==> config.mk <==
export PLATFORM = sky130hd
export DESIGN_NAME = t05_bit_stream_arbiter_flat
export DESIGN_NICKNAME = d
export VERILOG_FILES = /design/src/rtl/t05_bit_stream_arbiter_pkg.sv /design/src/rtl/t05_bit_stream_arbiter_if.sv /design/src/rtl/t05_bit_packer.sv /design/src/rtl/t05_bit_stream_arbiter.sv /design/src/flat_wrapper.sv
export SDC_FILE = /design/constraint.sdc
export NUM_CORES = 1
export LEC_CHECK = 0
export CAP_MARGIN = 0
export CORE_MARGIN = 3
export CORE_UTILIZATION = 52
export CTS_CLUSTER_DIAMETER = 200
export CTS_CLUSTER_SIZE = 8
export DETAILED_ROUTE_END_ITERATION = 10
export GPL_TIMING_DRIVEN = 0
export HOLD_SLACK_MARGIN = 0.15
export PLACE_DENSITY_LB_ADDON = 0.08
export SLEW_MARGIN = 20
export SYNTH_ARGS = -nofsm -noshare
export SYNTH_HDL_FRONTEND = slang
export SYNTH_HIERARCHICAL = 1
export SYNTH_SLANG_ARGS = --single-unit
export TNS_END_PERCENT = 10
==> constraint.sdc <==
create_clock -name clk -period 2.7 [get_ports clk]
set_clock_uncertainty 0.05 [all_clocks]
set_input_delay 0.81 -clock clk [delete_from_list [all_inputs] [get_ports clk]]
set_output_delay 0.81 -clock clk [all_outputs]
set_load 0.005 [all_outputs]
==> src/rtl/t05_bit_stream_arbiter_pkg.sv <==
// Shared types and defaults for the t05 bit-stream arbiter.
package t05_bit_stream_arbiter_pkg;

  localparam int unsigned WORD_W_DEFAULT = 8;

  typedef enum logic [2:0] {
    IDLE,
    HEADER,
    DATA,
    FLUSH,
    DONE
  } phase_t;

  // Which serial source currently owns the packer.
  typedef enum logic [1:0] {
    SRC_NONE,
    SRC_HDR,
    SRC_DATA
  } src_t;

  // Maps an arbiter phase to the bit source granted in that phase.
  function automatic src_t state_cb(input phase_t p);
    case (p)
      HEADER:  return SRC_HDR;
      DATA:    return SRC_DATA;
      default: return SRC_NONE;
    endcase
  endfunction

endpackage

==> src/rtl/t05_bit_stream_arbiter_if.sv <==
// Word handshake toward the SPI writer.
interface t05_bit_stream_arbiter_if
  import t05_bit_stream_arbiter_pkg::*;
#(
  parameter int unsigned WORD_W = WORD_W_DEFAULT
) ();

  logic [WORD_W-1:0] word_out;
  logic              word_valid;
  logic              word_ready;

  modport master (output word_out, output word_valid, input word_ready);
  modport slave  (input word_out, input word_valid, output word_ready);

endinterface

==> src/rtl/t05_bit_packer.sv <==
// MSB-first bit packer: shift register, bit counter and one holding register.
module t05_bit_packer
  import t05_bit_stream_arbiter_pkg::*;
#(
  parameter int unsigned WORD_W = WORD_W_DEFAULT
) (
  input  logic                      clk,
  input  logic                      nrst,
  input  logic                      acc,
  input  logic                      din,
  input  logic                      last,
  output logic                      stall,
  output logic                      pend,
  output logic [$clog2(WORD_W):0]   fill,
  t05_bit_stream_arbiter_if.master  wr
);

  localparam int unsigned CW = $clog2(WORD_W);

  logic [WORD_W-1:0] sreg;
  logic [WORD_W-1:0] base_sreg;
  logic [WORD_W-1:0] nsreg;
  logic [WORD_W-1:0] msb;
  logic [CW:0]       cnt;
  logic [CW:0]       base_cnt;
  logic              hold_free;
  logic              move_pend;
  logic              complete;

  // Next shift-register image; bits are written at their final position so a
  // partial word is already zero-padded. A parked word leaving this cycle
  // frees the shift register for a simultaneous new bit.
  always_comb begin
    hold_free = !wr.word_valid || wr.word_ready;
    move_pend = pend && hold_free;
    stall     = pend && !hold_free;
    base_sreg = move_pend ? '0 : sreg;
    base_cnt  = move_pend ? '0 : cnt;
    msb       = '0;
    msb[WORD_W-1] = din;
    nsreg     = base_sreg | (msb >> base_cnt);
    fill      = base_cnt + (CW+1)'(1);
    complete  = acc && ((fill == (CW+1)'(WORD_W)) || last);
  end

  // Shift register, parked-word flag and holding register with handshake.
  always_ff @(posedge clk or negedge nrst) begin
    if (!nrst) begin
      sreg          <= '0;
      cnt           <= '0;
      pend          <= 1'b0;
      wr.word_out   <= '0;
      wr.word_valid <= 1'b0;
    end else begin
      if (move_pend) begin
        wr.word_out   <= sreg;
        wr.word_valid <= 1'b1;
        pend          <= 1'b0;
        sreg          <= '0;
        cnt           <= '0;
      end else if (wr.word_valid && wr.word_ready) begin
        wr.word_valid <= 1'b0;
      end
      if (complete) begin
        if (hold_free && !move_pend) begin
          wr.word_out   <= nsreg;
          wr.word_valid <= 1'b1;
          sreg          <= '0;
          cnt           <= '0;
        end else begin
          sreg <= nsreg;
          cnt  <= fill;
          pend <= 1'b1;
        end
      end else if (acc) begin
        sreg <= nsreg;
        cnt  <= fill;
      end
    end
  end

endmodule

==> src/rtl/t05_bit_stream_arbiter.sv <==
// Arbitrates header and data bit streams into one packed word stream.
module t05_bit_stream_arbiter
  import t05_bit_stream_arbiter_pkg::*;
#(
  parameter int unsigned WORD_W = WORD_W_DEFAULT
) (
  input  logic                        clk,
  input  logic                        nrst,
  input  logic                        start,
  input  logic                        hdr_enable,
  input  logic                        hdr_bit,
  input  logic                        hdr_complete,
  input  logic                        data_enable,
  input  logic                        data_bit,
  input  logic                        data_last,
  t05_bit_stream_arbiter_if.master    wr,
  output logic                        stall,
  output logic                        reject,
  output logic                        overflow,
  output logic [$clog2(WORD_W)-1:0]   pad_bits,
  output phase_t                      phase,
  output logic                        done
);

  localparam int unsigned CW = $clog2(WORD_W);

  src_t        src;
  logic        hdr_grant;
  logic        data_grant;
  logic        hdr_take;
  logic        data_take;
  logic        acc;
  logic        din;
  logic        last;
  logic        stall_drop;
  logic        discard;
  logic        pend;
  logic [CW:0] fill;

  // Grant decode: one source per phase; stalled grants are dropped.
  always_comb begin
    src        = state_cb(phase);
    hdr_grant  = (src == SRC_HDR);
    data_grant = (src == SRC_DATA);
    hdr_take   = hdr_grant && hdr_enable;
    data_take  = data_grant && data_enable;
    acc        = (hdr_take || data_take) && !stall;
    stall_drop = (hdr_take || data_take) && stall;
    din        = hdr_grant ? hdr_bit : data_bit;
    last       = data_grant && data_last;
    discard    = (hdr_enable && !hdr_grant) || (data_enable && !data_grant) || stall_drop;
  end

  t05_bit_packer #(.WORD_W(WORD_W)) u_packer (
    .clk   (clk),
    .nrst  (nrst),
    .acc   (acc),
    .din   (din),
    .last  (last),
    .stall (stall),
    .pend  (pend),
    .fill  (fill),
    .wr    (wr)
  );

  // Phase FSM with registered reject, overflow, pad count and done.
  always_ff @(posedge clk or negedge nrst) begin
    if (!nrst) begin
      phase    <= IDLE;
      reject   <= 1'b0;
      overflow <= 1'b0;
      pad_bits <= '0;
      done     <= 1'b0;
    end else begin
      reject <= discard;
      if (stall_drop) overflow <= 1'b1;
      case (phase)
        IDLE, DONE: begin
          if (start) begin
            phase    <= HEADER;
            pad_bits <= '0;
            overflow <= 1'b0;
            done     <= 1'b0;
          end
        end
        HEADER: begin
          if (hdr_complete) phase <= DATA;
        end
        DATA: begin
          if (acc && data_last) begin
            phase    <= FLUSH;
            pad_bits <= CW'(WORD_W - int'(fill));
          end
        end
        FLUSH: begin
          if (!pend && wr.word_valid && wr.word_ready) begin
            phase <= DONE;
            done  <= 1'b1;
          end
        end
        default: phase <= IDLE;
      endcase
    end
  end

endmodule
==> src/flat_wrapper.sv <==
// flat-port wrapper written by rule: the top's interface ports become plain ports
module t05_bit_stream_arbiter_flat import t05_bit_stream_arbiter_pkg::*;
#(
  parameter int unsigned WORD_W = WORD_W_DEFAULT
)
  (clk, nrst, start, hdr_enable, hdr_bit, hdr_complete, data_enable, data_bit, data_last, stall, reject, overflow, pad_bits, phase, done, wr_word_out, wr_word_valid, wr_word_ready);
  t05_bit_stream_arbiter_if #(.WORD_W(WORD_W)) wr_i ();
  input  logic clk;
  input  logic nrst;
  input  logic start;
  input  logic hdr_enable;
  input  logic hdr_bit;
  input  logic hdr_complete;
  input  logic data_enable;
  input  logic data_bit;
  input  logic data_last;
  output logic stall;
  output logic reject;
  output logic overflow;
  output logic [$clog2(WORD_W)-1:0] pad_bits;
  output phase_t phase;
  output logic done;
  output wire logic [$bits(wr_i.word_out)-1:0] wr_word_out;
  output wire logic [$bits(wr_i.word_valid)-1:0] wr_word_valid;
  input wire logic [$bits(wr_i.word_ready)-1:0] wr_word_ready;
  assign wr_word_out = wr_i.word_out;
  assign wr_word_valid = wr_i.word_valid;
  assign wr_i.word_ready = wr_word_ready;
  t05_bit_stream_arbiter #(.WORD_W(WORD_W)) u_core (.clk(clk), .nrst(nrst), .start(start), .hdr_enable(hdr_enable), .hdr_bit(hdr_bit), .hdr_complete(hdr_complete), .data_enable(data_enable), .data_bit(data_bit), .data_last(data_last), .wr(wr_i), .stall(stall), .reject(reject), .overflow(overflow), .pad_bits(pad_bits), .phase(phase), .done(done));
endmodule
Word level (Yosys, flattened, before mapping)
Cells that the tools add are included.
{"block": "op_classes", "n_reduce_logical": 34, "div": 0, "bitwise_logic": 1, "n_mux": 34, "n_mul": 0, "shift": 1, "magnitude_cmp": 0, "n_addsub": 2, "eq_ne": 11}
{"operator": "$mux 8", "count": 7}
{"operator": "$mux 3", "count": 6}
{"operator": "$mux 4", "count": 4}
{"operator": "$logic_and 1x1->1", "count": 15}
{"operator": "$mux 1", "count": 13}
{"operator": "$pmux 3 s4", "count": 1}
{"operator": "$or 8x8->8", "count": 1}
{"operator": "$shr 8x4->8", "count": 1}
{"operator": "$logic_not 1->1", "count": 7}
{"operator": "$eq 3x2->1 const B", "count": 2}
{"operator": "$pmux 3 s2", "count": 1}
{"operator": "$reduce_and 3->1", "count": 2}
{"operator": "$logic_or 1x1->1", "count": 5}
{"operator": "$add 4x1->4 const B", "count": 1}
{"operator": "$eq 4x4->1 const B", "count": 1}
{"operator": "$ne 2x1->1 const B", "count": 2}
{"operator": "$ne 2x2->1 const B", "count": 2}
{"operator": "$pmux 2 s2", "count": 1}
{"operator": "$reduce_and 4->1", "count": 1}
{"operator": "$reduce_bool 2->1", "count": 2}
{"operator": "$eq 3x1->1 const B", "count": 1}
{"operator": "$eq 3x3->1 const B", "count": 1}
{"operator": "$logic_not 3->1", "count": 1}
{"operator": "$sub 1x3->3 const A", "count": 1}
{"operator": "4 further kinds", "count": 4}
{"block": "word_totals", "latch_bits": 0, "mem_bits_rw": 0, "in_bits": 10, "mem_bits_ro": 0, "mem_count": 0, "elab_cells": 93, "out_inout_bits": 19, "ff_bits": 31}

Logic depth before layout (Yosys ltp)
{"block": "depth", "word_depth": 9, "depth_mapped": 9, "ltp_nobuf": 8}

Modules after synthesis
Netlist, hierarchy kept.
{"mod": "t05_bit_packer", "instances": 1, "seq_area_each_um2": 550.5, "cells_each": 119, "area_per_inst_um2": 1114.8}
{"mod": "t05_bit_stream_arbiter", "instances": 1, "seq_area_each_um2": 225.2, "cells_each": 51, "area_per_inst_um2": 528.0}

Least setup slack after synthesis
OpenSTA, ideal clock, no wires.
{"block": "synth_timing", "path_type": "input to register", "startpoint": "input wr_word_ready", "endpoint": "register u_core.u_packer.wr.word_out[2]", "n_path_buf": 1, "setup_time_ps": 123, "required_ps": 2527, "arrival_time_ps": 2242, "cell_stages": 8, "setup_slack_ps": 285, "path_cell_list": "nand2b_1 > clkbuf_2 > nor2_1 > nor2_1 > o21a_1 > o2111ai_4 > a311o_1 > o221a_1"}
{"block": "synth_via", "elab_cells_between_ends": 19, "classes_between": "1 x add/sub; 1 x eq/ne; 1 x shift; 5 x mux; 1 x bitwise; 10 x reduce/logical"}
{"item": "start: declaration", "line_no": "flat_wrapper.sv:25", "text": "input wire logic [$bits(wr_i.word_ready)-1:0] wr_word_ready;"}
{"item": "$logic_or 1x1->1", "line_no": "t05_bit_packer.sv:34", "text": "hold_free = !wr.word_valid || wr.word_ready;"}
{"item": "$logic_not 1->1", "line_no": "t05_bit_packer.sv:36", "text": "stall = pend && !hold_free;"}
{"item": "$logic_and 1x1->1", "line_no": "t05_bit_packer.sv:36"}
{"item": "via stall", "line_no": "flat_wrapper.sv:17", "text": "output logic stall;"}
{"item": "$logic_not 1->1", "line_no": "t05_bit_stream_arbiter.sv:47", "text": "acc = (hdr_take || data_take) && !stall;"}
{"item": "$logic_and 1x1->1", "line_no": "t05_bit_stream_arbiter.sv:47"}
{"item": "via u_core.acc", "line_no": "t05_bit_stream_arbiter.sv:32", "text": "logic acc;"}
{"item": "$logic_and 1x1->1", "line_no": "t05_bit_packer.sv:43", "text": "complete = acc && ((fill == (CW+1)'(WORD_W)) || last);"}
{"item": "$mux 8", "line_no": "t05_bit_packer.sv:64", "text": "if (complete) begin"}
{"item": "end signal: assignment", "line_no": "t05_bit_packer.sv:56", "text": "wr.word_out <= sreg;"}
{"item": "end signal: assignment", "line_no": "t05_bit_packer.sv:66", "text": "wr.word_out <= nsreg;"}
{"item": "end: declaration", "line_no": "t05_bit_stream_arbiter_if.sv:12", "text": "modport master (output word_out, output word_valid, input word_ready);"}
The timed path passes the listed nets, and every way through them passes these cells.
A chain may end at the register's enable or synchronous reset.

Worst setup path in the final report
{"block": "layout_timing", "startpoint": "input hdr_enable", "endpoint": "register u_core.u_packer.wr.word_out[2]"}
{"block": "layout_via", "elab_chain_len": 5}
{"item": "start: declaration", "line_no": "flat_wrapper.sv:11", "text": "input logic hdr_enable;"}
{"item": "$logic_and 1x1->1", "line_no": "t05_bit_stream_arbiter.sv:45", "text": "hdr_take = hdr_grant && hdr_enable;"}
{"item": "$logic_or 1x1->1", "line_no": "t05_bit_stream_arbiter.sv:47"}
{"item": "$logic_and 1x1->1", "line_no": "t05_bit_stream_arbiter.sv:47"}
{"item": "via u_core.acc", "line_no": "t05_bit_stream_arbiter.sv:32"}
{"item": "$logic_and 1x1->1", "line_no": "t05_bit_packer.sv:43"}
{"item": "$mux 8", "line_no": "t05_bit_packer.sv:64"}
The timed path passes the listed nets, and every way through them passes these cells.

==> flow_summary.rst <==
.. list-table::
   :header-rows: 1

   * - Metric
     - Value
   * - Diode insertion count for antenna repair
     - 0
   * - CTS clock-pin slew for the worst setup and hold paths
     - 0.10 ns
   * - Static leakage
     - 0.000945 uW
   * - Sum Neg Setup Slack
     - 0 ns
   * - Final Max Slew Viols
     - 0
   * - Path type of the worst setup path
     - in -> reg
   * - I/O pins
     - 29
   * - Wire length of the first global-routing pass
     - 6.15 mm
   * - Synth Instances
     - 168
   * - Mapped Nets
     - 179
   * - Largest net degree at the start of global routing
     - 32
   * - Fin nets
     - 214
   * - Critical path's largest stage delay
     - 0.51 ns
   * - Max-slew headroom
     - 54.7%
   * - Maximum net fanout on the critical path
     - 10
   * - Worst-case clock buffer depth
     - 2
   * - CP arrival
     - 2.53 ns
   * - Worst slew pin tran
     - 0.680 ns
   * - Placed wire-length estimate
     - 2.62 mm
   * - Largest delay share family, worst path
     - compound AO/OA/AOI/OAI gates
   * - Area of the core
     - 2880 um2
   * - Mapped Area
     - 1630 um2
   * - Number of cells in the finished layout apart from fillers
     - 246
   * - Initial standard-cell utilization of the core
     - 56.7%
   * - Iteration-0 DRC count of the detailed router
     - 81
   * - Count of yosys warnings during synthesis
     - 6
   * - Crit-path cells
     - clkdlybuf4s50_1 > and3b_1 > o21a_2 > o2111ai_4 > a311o_1 > o221a_1
   * - Clock latency reported for the late side of the worst-skew pair
     - 0.33 ns
   * - Sinks on Clock Net
     - 31
   * - Placed Cells
     - 238
   * - Fraction of final layout cells with drive strength greater than 1
     - 14.2%
   * - Run status
     - complete, no violations
   * - Cell Pwr Density
     - 1030 nW/um2
   * - Max-capacitance violation count
     - 0
   * - DRT Wirelength
     - 3.61 mm
   * - Setup-violating endpoint count in the final report
     - 0
   * - Slowest cell on crit path
     - sky130_fd_sc_hd__clkdlybuf4s50_1
   * - Horiz. Die Dim
     - 62.0 um
   * - Overall Global Routing Usage
     - 22.1%
   * - Per-cell via count in the routed design
     - 5.75
   * - Number of iterations in the first detailed-routing pass
     - 5
   * - Floorplan row count
     - 19
   * - Peak VDD IR
     - 0.616 mV
   * - Final clock period utilization by the worst path
     - 87.4%
   * - CTS root buffer
     - sky130_fd_sc_hd__clkbuf_4
   * - Residual DRC
     - 0
   * - Number of antenna violations at the first check in global routing
     - 0
   * - Minimum clock period after layout
     - 2.36 ns
   * - Number of global-route vias before repair
     - 1,325
   * - Hold Fails Final Rpt
     - 0
   * - Area added between synthesis and finish
     - 27.1%
   * - Die footprint
     - 3840 um2
   * - CTS tree
     - done
   * - Number of buffers added on ports
     - 28
   * - Vert. Die Dim
     - 62.0 um
   * - Bufs and invs on worst path
     - 1
   * - Overall via count from detail_route
     - 1,415
   * - Total congestion overflow after global routing
     - 0
   * - Number of buffers added by the clock tree synthesis step
     - 5
   * - Total of fill cells in the finished design
     - 229
   * - Worst EP required
     - 2.87 ns
   * - GPL Wtd Cong
     - 0.804
   * - Kind of end point of the critical path
     - register
   * - Path type of the worst min-delay path
     - reg -> reg
   * - CTS H-tree lvls
     - 2
   * - Post-detailed-route count of antenna-violating nets
     - 0
   * - Average wire per cell in the routed design
     - 14.7 um
   * - Hold-fix buffer count after cts
     - 0
   * - Max frequency
     - 424 MHz
   * - Kind of launch point of the worst setup path
     - input port
   * - Synthesized area divided by synthesized cell count
     - 9.70 um2
   * - Setup repair after global routing missed its margin
     - no
[metrics by stage]
step	power (uW)	area, um2	hold WS (ns)	setup WS (ns)	utilization (%)
floorplan	1380	1630	0.413	0.285	-
global placement	1720	1960	0.410	-0.457	68.2
detailed placement	1750	1960	0.419	-0.499	68.1
CTS	2140	2060	0.440	-0.0414	71.7
global route	2320	2070	0.471	0.283	72.0
finish	2140	2070	0.437	0.341	72.0
[timing repair]
item | 4_1_cts | 5_1_grt
setup buffers | 0 | 0
endpoints found under the setup margin | 16 | 14
resized for setup | 8 | 6
endpoints found under the hold margin | 0 | 0
[cells in the final DEF, fill, tap and decap left out, types with 2 or more instances in the layout]
cell                               n
sky130_fd_sc_hd__a21oi_1          14
sky130_fd_sc_hd__mux2i_1           3
sky130_fd_sc_hd__nor2_1           17
sky130_fd_sc_hd__buf_4             2
sky130_fd_sc_hd__nand2b_1          2
sky130_fd_sc_hd__nand2_1           9
sky130_fd_sc_hd__a21o_1            3
sky130_fd_sc_hd__nand3_1           9
sky130_fd_sc_hd__buf_2             4
sky130_fd_sc_hd__xnor2_1           2
sky130_fd_sc_hd__a31oi_1           6
sky130_fd_sc_hd__xor2_1            3
sky130_fd_sc_hd__nor3_1            2
sky130_fd_sc_hd__dfrtp_1          31
sky130_fd_sc_hd__and3b_1           2
sky130_fd_sc_hd__clkbuf_4          5
sky130_fd_sc_hd__o221a_1           2
sky130_fd_sc_hd__o21ai_0           4
sky130_fd_sc_hd__clkdlybuf4s50_1  25
sky130_fd_sc_hd__clkbuf_2          3
sky130_fd_sc_hd__clkbuf_8          2
sky130_fd_sc_hd__inv_1             9
sky130_fd_sc_hd__a21boi_0          2
sky130_fd_sc_hd__a211oi_1          2
sky130_fd_sc_hd__o211ai_1          2
sky130_fd_sc_hd__nor2b_1           4
sky130_fd_sc_hd__o21ai_1           6
[power by group]
group	switching, uW	internal [uW]	leakage [uW]	total [uW]
Clock	165	219	0.0000482	384
Sequential	91.9	633	0.000399	725
Combinational	526	506	0.000498	1030
Total	783	1360	0.000945	2140
[registers in the layout, summed over array words and instances (netlist names), 3 cells and up]
signal and cells:
u_core/u_packer/cnt 4, u_core/phase 3, u_core/u_packer/wr.word_out 8, u_core/u_packer/sreg 8
u_core/pad_bits 3
[final timing paths]
path                                                startpoint                                  endpoint  slack [ns]  cells past startpoint
worst min-delay path                   u_core/done$_DFFE_PN0P_                   u_core/done$_DFFE_PN0P_        0.44                      1
min in group asynchronous                                 nrst               u_core/phase[0]$_DFFE_PN0P_        0.45                      1
max in group asynchronous                                 nrst         u_core/u_packer/sreg[6]$_DFF_PN0_        1.71                      1
worst max-delay path                                hdr_enable  u_core/u_packer/wr.word_out[2]$_DFF_PN0_        0.34                      6
worst min register to register         u_core/done$_DFFE_PN0P_                   u_core/done$_DFFE_PN0P_        0.44                      1
worst max register to register  u_core/u_packer/pend$_DFF_PN0_  u_core/u_packer/wr.word_out[2]$_DFF_PN0_        0.61                      7
[layout make-up]
| cell class | count | area (um2) | share of cell area [%] |
|---|---|---|---|
| Tap cell | 42 | 52.6 | 2.54 |
| Clock inverter | 2 | 35.0 | 1.69 |
| Clock buffer | 6 | 51.3 | 2.48 |
| Timing Repair Buffer | 28 | 273 | 13.2 |
| Inverter | 9 | 33.8 | 1.63 |
| Multi-Input combinational cell | 119 | 786 | 37.9 |
| Sequential cell | 31 | 776 | 37.4 |
| Buffer | 9 | 65.1 | 3.14 |
[per-layer routing]
layer	part of all wire (%)	routed length [um]	track usage (%)
met3	5.3	193	6.82
met4	1.2	45	6.36
met5	0	0	0
met1	47	1700	30.9
met2	46	1660	33.1
Note: power is estimated with default switching activity, not from simulation.
